===== src/rtl/div_pkg.sv =====
// Shared types and constants for the sequential restoring divider.
package div_pkg;

   typedef enum logic [1:0] {IDLE, ITER, FIXUP, DONE} div_state_t;

   localparam int DIV_WIDTH = 8;
   localparam int CNT_W     = $clog2(DIV_WIDTH + 1);

   function automatic logic [DIV_WIDTH-1:0] twos_neg(input logic [DIV_WIDTH-1:0] v);
      return ~v + {{(DIV_WIDTH-1){1'b0}}, 1'b1};
   endfunction

endpackage


===== src/rtl/restore_sub_stage.sv =====
// One restoring-division trial subtract: T = R_shifted - {0,D} at WIDTH+1 bits.
module restore_sub_stage
   import div_pkg::*;
#(
   parameter int WIDTH = DIV_WIDTH
) (
   input  logic [WIDTH:0]   R_shifted,
   input  logic [WIDTH-1:0] D,
   output logic [WIDTH:0]   T,
   output logic             take
);

   // A + ~B + 1; the top bit of the result is the borrow
   assign T    = R_shifted + ~{1'b0, D} + {{WIDTH{1'b0}}, 1'b1};
   assign take = ~T[WIDTH];

endmodule


===== src/rtl/seq_divider_8bit.sv =====
// Sequential restoring divider, one quotient bit per clock, Start/hold handshake.
// Define SIGNED_DIV_EN for two's-complement operands with a sign FIXUP cycle.
module seq_divider_8bit
   import div_pkg::*;
#(
   parameter int WIDTH = DIV_WIDTH
) (
   input  logic             Clk,
   input  logic             Reset,
   input  logic             Start,
   input  logic [WIDTH-1:0] Dividend,
   input  logic [WIDTH-1:0] Divisor,
   output logic [WIDTH-1:0] Quotient,
   output logic [WIDTH-1:0] Remainder,
   output logic             Busy,
   output logic             Done,
   output logic             DivByZero
);

   div_state_t       state, state_next;
   logic [WIDTH-1:0] d, q;
   logic [WIDTH:0]   r;
   logic [CNT_W-1:0] count;
   logic [WIDTH:0]   r_shifted, t, r_step;
   logic [WIDTH-1:0] q_step;
   logic             take, last_step;
`ifdef SIGNED_DIV_EN
   logic             sign_q, sign_r;
`endif

   assign r_shifted = {r[WIDTH-1:0], q[WIDTH-1]};

   restore_sub_stage #(.WIDTH(WIDTH)) u_sub (
      .R_shifted (r_shifted),
      .D         (d),
      .T         (t),
      .take      (take)
   );

   assign r_step    = take ? t : r_shifted;
   assign q_step    = {q[WIDTH-2:0], take};
   assign last_step = (count == CNT_W'(WIDTH - 1));

   always_comb begin
      state_next = state;
      case (state)
         IDLE: begin
            if (Start) state_next = (Divisor == {WIDTH{1'b0}}) ? DONE : ITER;
            else       state_next = IDLE;
         end
         ITER: begin
`ifdef SIGNED_DIV_EN
            if (last_step) state_next = FIXUP;
`else
            if (last_step) state_next = DONE;
`endif
            else           state_next = ITER;
         end
         FIXUP:   state_next = DONE;
         DONE: begin
            if (!Start) state_next = IDLE;
            else        state_next = DONE;
         end
         default: state_next = IDLE;
      endcase
   end

   always_ff @(posedge Clk or posedge Reset) begin
      if (Reset) state <= IDLE;
      else       state <= state_next;
   end

   // Status flags are registered from the next state so they line up with it
   always_ff @(posedge Clk or posedge Reset) begin
      if (Reset) begin
         Busy <= 1'b0;
         Done <= 1'b0;
      end else begin
         Busy <= (state_next == ITER) || (state_next == FIXUP);
         Done <= (state_next == DONE);
      end
   end

   always_ff @(posedge Clk or posedge Reset) begin
      if (Reset) begin
         d         <= {WIDTH{1'b0}};
         q         <= {WIDTH{1'b0}};
         r         <= {(WIDTH+1){1'b0}};
         count     <= {CNT_W{1'b0}};
         Quotient  <= {WIDTH{1'b0}};
         Remainder <= {WIDTH{1'b0}};
         DivByZero <= 1'b0;
`ifdef SIGNED_DIV_EN
         sign_q    <= 1'b0;
         sign_r    <= 1'b0;
`endif
      end else begin
         case (state)
            IDLE: begin
               if (Start) begin
                  r     <= {(WIDTH+1){1'b0}};
                  count <= {CNT_W{1'b0}};
`ifdef SIGNED_DIV_EN
                  d      <= Divisor[WIDTH-1]  ? twos_neg(Divisor)  : Divisor;
                  q      <= Dividend[WIDTH-1] ? twos_neg(Dividend) : Dividend;
                  sign_q <= Dividend[WIDTH-1] ^ Divisor[WIDTH-1];
                  sign_r <= Dividend[WIDTH-1];
`else
                  d <= Divisor;
                  q <= Dividend;
`endif
                  if (Divisor == {WIDTH{1'b0}}) begin
                     Quotient  <= {WIDTH{1'b1}};
                     Remainder <= Dividend;
                     DivByZero <= 1'b1;
                  end else begin
                     Quotient  <= {WIDTH{1'b0}};
                     Remainder <= {WIDTH{1'b0}};
                     DivByZero <= 1'b0;
                  end
               end
            end
            ITER: begin
               q     <= q_step;
               r     <= r_step;
               count <= count + CNT_W'(1);
`ifndef SIGNED_DIV_EN
               if (last_step) begin
                  Quotient  <= q_step;
                  Remainder <= r_step[WIDTH-1:0];
               end
`endif
            end
`ifdef SIGNED_DIV_EN
            // Magnitudes are done; restore signs (truncation toward zero)
            FIXUP: begin
               Quotient  <= sign_q ? twos_neg(q) : q;
               Remainder <= sign_r ? twos_neg(r[WIDTH-1:0]) : r[WIDTH-1:0];
            end
`endif
            DONE: begin
               if (!Start) DivByZero <= 1'b0;
            end
            default: begin
               count <= count;
            end
         endcase
      end
   end

endmodule

===== config.mk =====
export PLATFORM = sky130hd
export DESIGN_NAME = seq_divider_8bit
export DESIGN_NICKNAME = d
export VERILOG_FILES = /design/src/rtl/div_pkg.sv /design/src/rtl/restore_sub_stage.sv /design/src/rtl/seq_divider_8bit.sv
export SDC_FILE = /design/constraint.sdc
export NUM_CORES = 1
export LEC_CHECK = 0
export ABC_AREA = 1
export CAP_MARGIN = 15
export CORE_MARGIN = 4
export CORE_UTILIZATION = 30
export DETAILED_ROUTE_END_ITERATION = 7
export PLACE_DENSITY_LB_ADDON = 0.2
export SYNTH_ARGS = -nofsm -noshare
export SYNTH_HDL_FRONTEND = slang
export SYNTH_SLANG_ARGS = --single-unit

===== constraint.sdc =====
create_clock -name Clk -period 4.9 [get_ports Clk]
set_clock_uncertainty 0.15 [all_clocks]
set_input_delay 0.49 -clock Clk [delete_from_list [all_inputs] [get_ports Clk]]
set_output_delay 0.49 -clock Clk [all_outputs]
set_load 0.05 [all_outputs]

==> results of run 1 <==
-- layer usage --
layer  part of all wire [%]  GRT usage (%)
met4                   0.93           3.04
met1                     49           16.9
met5                      0              0
met2                     47           20.7
met3                    3.1           2.49
-- final timing paths --
path	end	from	depth (start not counted)	slack (ns)
hold reg to reg	DivByZero	DivByZero	2	0.34
setup / recovery	Remainder[4]	q[7]	13	2.54
min in group Clk	DivByZero	DivByZero	2	0.34
max in group asynchronous	r[3]	Reset	3	3.78
hold / removal	Done	Reset	2	0.32
setup reg to reg	Remainder[4]	q[7]	13	2.54
-- flip-flops by register name, indices dropped and copies added (netlist names) --
| name | cells |
|---|---|
| Quotient | 8 |
| Remainder | 8 |
| d | 8 |
| q | 8 |
| r | 8 |
| count | 4 |
| state | 2 |
| Busy | 1 |
| DivByZero | 1 |
| Done | 1 |
-- logic make-up after synthesis --
family          count (synthesis)  share of synthesized area, %
simple gates                  147                          25.7
buf+inv                        67                          10.8
compound gates                 56                          12.8
flops                          49                          44.8
fa+ha+maj                      11                          5.30
xor+xnor                        2                         0.640
-- cell usage in the layout, fill, tap and decap left out --
| cell | Yosys | routed |
|---|---|---|
| nand2_1 | 74 | 74 |
| inv_1 | 54 | 53 |
| dfrtp_1 | 49 | 49 |
| clkdlybuf4s50_1 | 0 | 37 |
| nand3_1 | 31 | 31 |
| nor2_1 | 23 | 23 |
| o21ai_0 | 16 | 16 |
| a21oi_1 | 16 | 16 |
| ha_1 | 10 | 10 |
| o31ai_1 | 8 | 8 |
| clkbuf_8 | 0 | 7 |
| o21a_1 | 6 | 6 |
| inv_2 | 4 | 5 |
| nand2_4 | 4 | 4 |
| nand2_2 | 3 | 3 |
| nand3_2 | 3 | 3 |
| nand4_1 | 3 | 3 |
| a21oi_2 | 3 | 3 |
| nor2_4 | 2 | 2 |
| nand3_4 | 2 | 2 |
| o21ai_1 | 2 | 2 |
| inv_6 | 1 | 1 |
| nor2_2 | 1 | 1 |
| a21oi_4 | 1 | 1 |
| xnor2_1 | 1 | 1 |
| xor2_1 | 1 | 1 |
| nand3b_1 | 1 | 1 |
| a2bb2oi_1 | 1 | 1 |
| a21o_1 | 1 | 1 |
| o211ai_1 | 1 | 1 |
| a22o_1 | 1 | 1 |
| fa_1 | 1 | 1 |
| clkinv_2 | 0 | 1 |
| buf_12 | 0 | 1 |
-- cell type report --
type                    count  share of cell area [%]
flip-flops and latches     49                    37.2
inverters                  59                    6.87
multi-input cells         216                    36.9
clock inverters             1                   0.152
repair buffers             38                    11.8
well taps                 108                    4.10
clock buffers               7                    2.92
-- worst max-delay path, delay by kind of cell, from the launching register on --
kind / cells / cell delay [ns]
AOI/OAI and AO/OA: 1 / 0.18
adders and majority gates: 2 / 0.56
buffers and inverters: 2 / 0.16
DFF: 1 / 0.38
and+or+nand+nor: 8 / 0.85
-- metrics by stage --
stage / setup WS [ns] / instance area [µm²] / hold slack, ns
after global routing: 2.30 / 3300 / 0.348
after detailed placement: 2.42 / 3170 / 0.323
after global placement: 2.49 / 3170 / 0.327
after CTS: 2.50 / 3280 / 0.349
after floorplan: 2.90 / 2740 / 0.303
final: 2.54 / 3300 / 0.317
==> summary.txt, run 1 <==
Status
  • Run status: finished, final reports clean

Logic synthesis
  • Synthesized Nets: around 360
  • Syn Area/Cell: 8.25 µm²
  • Top cells by count, synth: 74 x nand2_1, 54 x inv_1, 49 x dfrtp_1
  • Post-synth EDFFs: 0
  • Post-synth cell types: 34
  • Post-Synthesis Cells: 332
  • Netlist Area Pre-Place: 2740 µm²
  • Synthesis-stage register bit count: 49
  • Synth Flop Type: dfrtp_1
  • Top-count cell post-synth: nand2_1
  • Synth async-reset ratio: 100%
  • Sequential element share of the synthesized area: 44.8%
  • Synth top area cells: dfrtp_1 45%, nand2_1 10%, inv_1 7.4%, nand3_1 5.7%, ha_1 4.6%
  • Dominant cell type by area after synthesis: dfrtp_1
  • Share of the synthesized area in the top cell type: between 40% and 50%
  • Syn. warnings: 0

Cells and area
  • Storage element area: 1230 µm²
  • Area taken by multi-input logic gates: 1220 µm²
  • Inserted Diodes: 0
  • Share of post-route cells with drive strength above 1: slightly above 9%
  • Final Core Density: a little under two fifths
  • Fill count: 930
  • # nets final: 399
  • Area Overhead vs Synth: 20.4%
  • Post-route insts no fill: 478

Critical path
  • Startpoint Class: flip-flop
  • Crit path kind: reg2reg
  • Crit-path max FO: 7
  • Critical path arrival: roughly 2.4 ns
  • WP data required: 4.97 ns
  • Critical Path End Type: flip-flop
  • Critical-path top delay cell: fa_1
  • CP Cell Sequence: inv_1 > ha_1 > inv_1 > fa_1 > nand2_1 > nand2_1 > nand3_2 > nand2_2 > nand2_4 > nand2_4 > nand2_1 > nand3_1 > a21oi_1
  • Biggest cell delay along the critical path: about 0.4 ns
  • Crit-path most repeated cell: nand2_1

Clocking
  • Worst-skew pair later-pin latency: 0.30 ns
  • Sink Count: 49
  • Hold buffers post-CTS: 0
  • CTS H-tree depth: 2
  • Root buffer cell: clkbuf_8
  • CTS Buf Count: 5
  • Clock buffer depth: 2
  • Post-CTS Resized: 0
  • CTS tree: done
  • Post-CTS setup buffers: 0
  • Reg clk slew, reported paths: 0.09 ns

STA
  • Fmax achieved: 424 MHz
  • Worst-Margin Slew: between 0.5 and 0.6 ns
  • Rel. slew slack: approximately 60%
  • Minimum clock period: ~2.4 ns
  • Final Slew Violations: 0
  • Fin Setup TNS: 0 ns
  • RSZ-0062 raised after global routing: no
  • Final Hold Fails: 0
  • Final Cycle Share: just under 50%
  • Final setup viols: 0

Routing
  • Drt total wl: 6430 µm
  • WL/cell: 13.4 µm
  • Final ANT Viol Nets: 0
  • # DRC: 0
  • Via density: approximately 4.7
  • Drt initial violations: 67
  • Via count: 2253
  • Drt pass-1 iters: 4

Global routing
  • First-pass GRT wire length: 11200 µm
  • GRT Util Overall: 12.5%
  • Grt ovf: 0
  • Largest net degree at the start of global routing: 50
  • Number of global-route vias before repair: 2394
  • Initial antenna violation count: 0

Floorplanning
  • I/O pin count: 38
  • Initial Util: 31.1%
  • Core Footprint: 8810 µm²
  • Die Ht: 104 µm
  • Die width: ~100 µm
  • Total die area: 10700 µm²
  • Core Rows: 34

Place
  • Port Buf Inserts: 37
  • HPWL after DPL: 4730 µm
  • Gpl congestion: roughly 0.8
  • Placed Instances: 469

Hold path
  • Min-delay worst type: in2async

Job
  • Max_cap viols: 0
Power of run 1 is not shown: default switching activity piles up to over one toggle a cycle in this logic, so the estimate is an artifact.
==> inputs of run 2 (changes only) <==
clock period = 2.1 ns   (was 4.9 ns; I/O delays follow)
==> run 2 against run 1 <==
Compared with the run above:
- global-route usage hardly changed
- largest cell class is now multi-input gates
- final area rose by 8.8%
- flip-flop and latch count unchanged
- non-clock buffer count grew 13
- register-to-register slack worse by 2.5 ns
- fmax increased by 13%
- worst setup slack worse by 2.5 ns
- worst hold slack worse by 0.20 ns
- via count up 2.0%
- count of clock-buffer cells in the layout stayed put
- wire length increased by 3.9%
- die area unchanged
==> summary.txt, run 2 (same netlist as run 1, synthesis figures left out) <==
Status
  • Run status: finished, final reports clean

Routing
  • WL/cell: 13.6 µm
  • Via density: 4.68
  • Drt total wl: 6680 µm
  • Via count: 2297
  • Drt pass-1 iters: 4
  • # DRC: 0
  • Final ANT Viol Nets: 0
  • Drt initial violations: 118

Critical path
  • Crit path capture: r[5]
  • Crit Reg-Reg Startpoint: q[7]
  • Crit-path max FO: 7
  • Register-to-Register Path Depth: 12
  • Reg2Reg Setup Slack: 0.01 ns
  • Startpoint Class: flip-flop
  • Critical Path End Type: flip-flop
  • Critical path arrival: approximately 2.1 ns
  • Crit path kind: reg2reg
  • Reg-to-Reg End: r[5]
  • WP data required: 2.14 ns
  • CP startpoint: q[7]

STA
  • Rel. slew slack: between 60 and 70%
  • Final Hold Fails: 0
  • Fmax achieved: about 480 MHz
  • Final Cycle Share: 99.4%
  • Final hold slack: 0.119 ns
  • Final setup viols: 0
  • Worst-Margin Slew: ~0.50 ns
  • Final Slew Violations: 0
  • Minimum clock period: between 2 and 2.5 ns
  • RSZ-0062 raised after global routing: yes

Clocking
  • Hold buffers post-CTS: 0
  • CTS tree: done
  • Root buffer cell: clkbuf_8
  • Clock buffer depth: 2
  • CTS Buf Count: 5
  • CTS H-tree depth: 2
  • Reg clk slew, reported paths: approximately 0.090 ns
  • Worst-skew pair later-pin latency: 0.30 ns
  • Sink Count: 49

Floorplanning
  • Core Footprint: 8810 µm²
  • I/O pin count: 38
  • Core Rows: 34
  • Die width: around 100 µm
  • Die Ht: 104 µm
  • Initial Util: 31.1%
  • Total die area: 10700 µm²

Hold path
  • Min-delay worst type: in2async

Global routing
  • Initial antenna violation count: 0
  • Grt ovf: 0
  • Largest net degree at the start of global routing: 50
  • GRT Util Overall: 12.5%
  • Number of global-route vias before repair: 2346
  • First-pass GRT wire length: around 11000 µm

Cells and area
  • Inserted Diodes: 0
  • Most frequent cells in the layout: 64 x nand2_1, 51 x inv_1, 49 x dfrtp_1
  • Area Overhead vs Synth: 30.9%
  • Share of post-route cells with drive strength above 1: 19.6%
  • Most common cell after layout, fill and taps aside: nand2_1
  • # nets final: 412

Job
  • Max_cap viols: 0

Place
  • Gpl congestion: 0.765
  • Port Buf Inserts: 37
  • HPWL after DPL: 4850 µm
==> run 2: changes by cell type in the layout (fill, tap and decap cells not counted), moves of 3 or more <==
cell,previous run,this run
nand3_2,3,9
nand2_2,3,10
nand2_1,74,64
a21oi_1,16,12
nand3_4,2,5
a21oi_2,3,7
buf_4,0,12
nand3_1,31,22
==> run 2: worst min path at each step <==
stage	start	to	slack [ns]
after floorplan	Start	DivByZero	0.22
after global placement	d[2]	d[2]	0.32
after detailed placement	d[2]	d[2]	0.33
after CTS	Reset	d[1]	0.14
after global routing	Reset	d[1]	0.15
final	Reset	q[6]	0.12
==> run 2: timing repair <==
item                                    4_1_cts  5_1_grt
endpoints found under the setup margin        6       18
pin swaps                                     4       12
gates resized for setup                       3       38
buffers inserted                              0        4
==> run 2: per-stage QoR <==
stage	cell area (µm²)	utilization (%)	setup TNS [ns]	std cells	setup WS, ns
floorplan	2740	-	0	332	0.0985
global placement	3260	37.0	0	479	0.0218
detailed placement	3260	37.0	-0.0823	479	-0.0433
CTS	3390	38.5	0	487	0.0150
global route	3580	40.7	-0.777	491	-0.0682
finish	3580	40.7	0	491	0.0116
==> run 2: cell type report <==
cell class              instances  area [µm²]
multi-input cells             216        1390
well taps                     108         135
fillers                       878        5220
repair buffers                 51         492
flip-flops and latches         49        1230
inverters                      59         229
clock buffers                   7        86.3
clock inverters                 1        30.0
==> run 2: worst max-delay path, stage by stage, from the launching register on <==
cell     delay (ns)
dfrtp_1        0.38
inv_2          0.08
ha_4           0.14
inv_4          0.03
fa_2           0.39
nand2_2        0.09
nand2_4        0.06
nand3_4        0.10
nand3_4        0.15
nand2_8        0.14
nand3_1        0.09
nand2_1        0.10
o21ai_1        0.06
==> run 2: layer usage <==
layer,routed length [µm],global-route usage (%)
met1,3180,17.4
met4,170,4.27
met3,195,2.24
met5,0,0
met2,3140,19.7
Power of run 2 is left out for the same reason.
==> inputs of run 3 (changes only) <==
MAX_ROUTING_LAYER = met4   (was not set)
==> run 3 against run 2 <==
Compared with the run above:
- worst setup slack is essentially flat
- count of clock-buffer cells in the layout is the same
- fmax is essentially flat
- critical endpoint unchanged
==> summary.txt, run 3 (same netlist as run 1, synthesis figures left out) <==
Status
  • Run status: finished, final reports clean

Critical path
  • Startpoint Class: flip-flop
  • Crit-path max FO: 7
  • Register-to-Register Path Depth: 12
  • Critical Path End Type: flip-flop
  • WP data required: 2.14 ns
  • Critical path arrival: 2.13 ns
  • Crit path kind: reg2reg

Clocking
  • CTS Buf Count: 5
  • Sink Count: 49
  • CTS H-tree depth: 2
  • Worst-skew pair later-pin latency: 0.30 ns
  • CTS tree: done
  • Reg clk slew, reported paths: 0.09 ns
  • Clock buffer depth: 2
  • Hold buffers post-CTS: 0
  • Root buffer cell: clkbuf_8

Routing
  • Drt pass-1 iters: 4
  • Via count: 2295
  • Drt total wl: between 6000 and 7000 µm
  • # DRC: 0
  • Drt initial violations: between 100 and 150
  • Via density: 4.67
  • WL/cell: 13.6 µm
  • Final ANT Viol Nets: 0

STA
  • Final Slew Violations: 0
  • Final setup viols: 0
  • Fin Setup TNS: 0 ns
  • Minimum clock period: 2.09 ns
  • Rel. slew slack: between 60% and 70%
  • Final Hold Fails: 0
  • RSZ-0062 raised after global routing: yes
  • Worst-Margin Slew: 0.508 ns
  • Final Cycle Share: 99.5%
  • Fmax achieved: roughly 480 MHz

Hold path
  • Min-delay worst type: in2async

Global routing
  • Number of global-route vias before repair: roughly 2300
  • First-pass GRT wire length: around 11000 µm
  • Largest net degree at the start of global routing: 50
  • GRT Util Overall: around 13%
  • Initial antenna violation count: 0
  • Grt ovf: 0

Place
  • Port Buf Inserts: 37
  • Gpl congestion: 0.775
  • HPWL after DPL: slightly below 5000 µm

Cells and area
  • Area Overhead vs Synth: 30.9%
  • Storage element area: 1230 µm²
  • Most common cell after layout, fill and taps aside: nand2_1
  • Most frequent cells in the layout: 64 x nand2_1, 51 x inv_1, 49 x dfrtp_1
  • # nets final: around 410
  • Inserted Diodes: 0
  • Fill count: 878
  • Final Core Density: 40.7%
  • Area taken by multi-input logic gates: 1390 µm²
  • Share of post-route cells with drive strength above 1: 19.6%

Floorplanning
  • Core Rows: 34
  • Die Ht: 104 µm
  • I/O pin count: 38
  • Total die area: 10700 µm²
  • Die width: 104 µm
  • Initial Util: 31.1%
  • Core Footprint: 8810 µm²

Job
  • Max_cap viols: 0
## run 3: worst paths after layout
check,start,to,slack (ns)
max,q[7],r[5],0.01
min,Reset,q[6],0.12
max reg2reg,q[7],r[5],0.01
min reg2reg,d[2],d[2],0.34
max in group asynchronous,Reset,Quotient[1],1.45
min in group Clk,Divisor[2],d[2],0.33
## run 3: final cells by class
cell class                 count  share of cell area (%)
tap                          108                    3.77
clock buffer                   7                    2.41
timing repair buffer          51                    13.7
multi-input combinational    216                    38.7
clock inverter                 1                   0.838
inverter                      59                    6.39
sequential                    49                    34.2
## run 3: worst max-delay path: stages, from the launching register on
cell,delay (ns)
dfrtp_1,0.38
inv_2,0.08
ha_4,0.14
inv_4,0.03
fa_2,0.39
nand2_2,0.09
nand2_4,0.06
nand3_4,0.10
nand3_4,0.15
nand2_8,0.14
nand3_1,0.09
nand2_1,0.10
o21ai_1,0.06
## run 3: through the flow
stage / area, µm² / hold WS, ns / instances / worst slack [ns]
final: 3580 / 0.118 / 491 / 0.0115
after global routing: 3580 / 0.151 / 491 / -0.0682
after CTS: 3390 / 0.136 / 487 / 0.0150
after detailed placement: 3260 / 0.327 / 479 / -0.0433
after global placement: 3260 / 0.321 / 479 / 0.0218
after floorplan: 2740 / 0.222 / 332 / 0.0985
## run 3: what timing repair did
action                     in CTS  in global routing
pin swaps                       4                 12
setup endpoints to repair       6                 18
gates resized for setup         3                 38
gates cloned                    0                  0
buffers inserted                0                  4
## run 3: metal layers
| layer | wire length, µm | global-route usage, % | share of wire (%) | up-vias |
|---|---|---|---|---|
| met5 | 0 | - | 0 | - |
| met4 | 165 | 4.27 | 2.5 | 0 |
| met3 | 160 | 1.99 | 2.4 | 11 |
| met2 | 3150 | 19.7 | 47 | 34 |
| met1 | 3210 | 17.5 | 48 | 1088 |
| li1 | - | - | - | 1162 |
Power of run 3 is left out for the same reason.
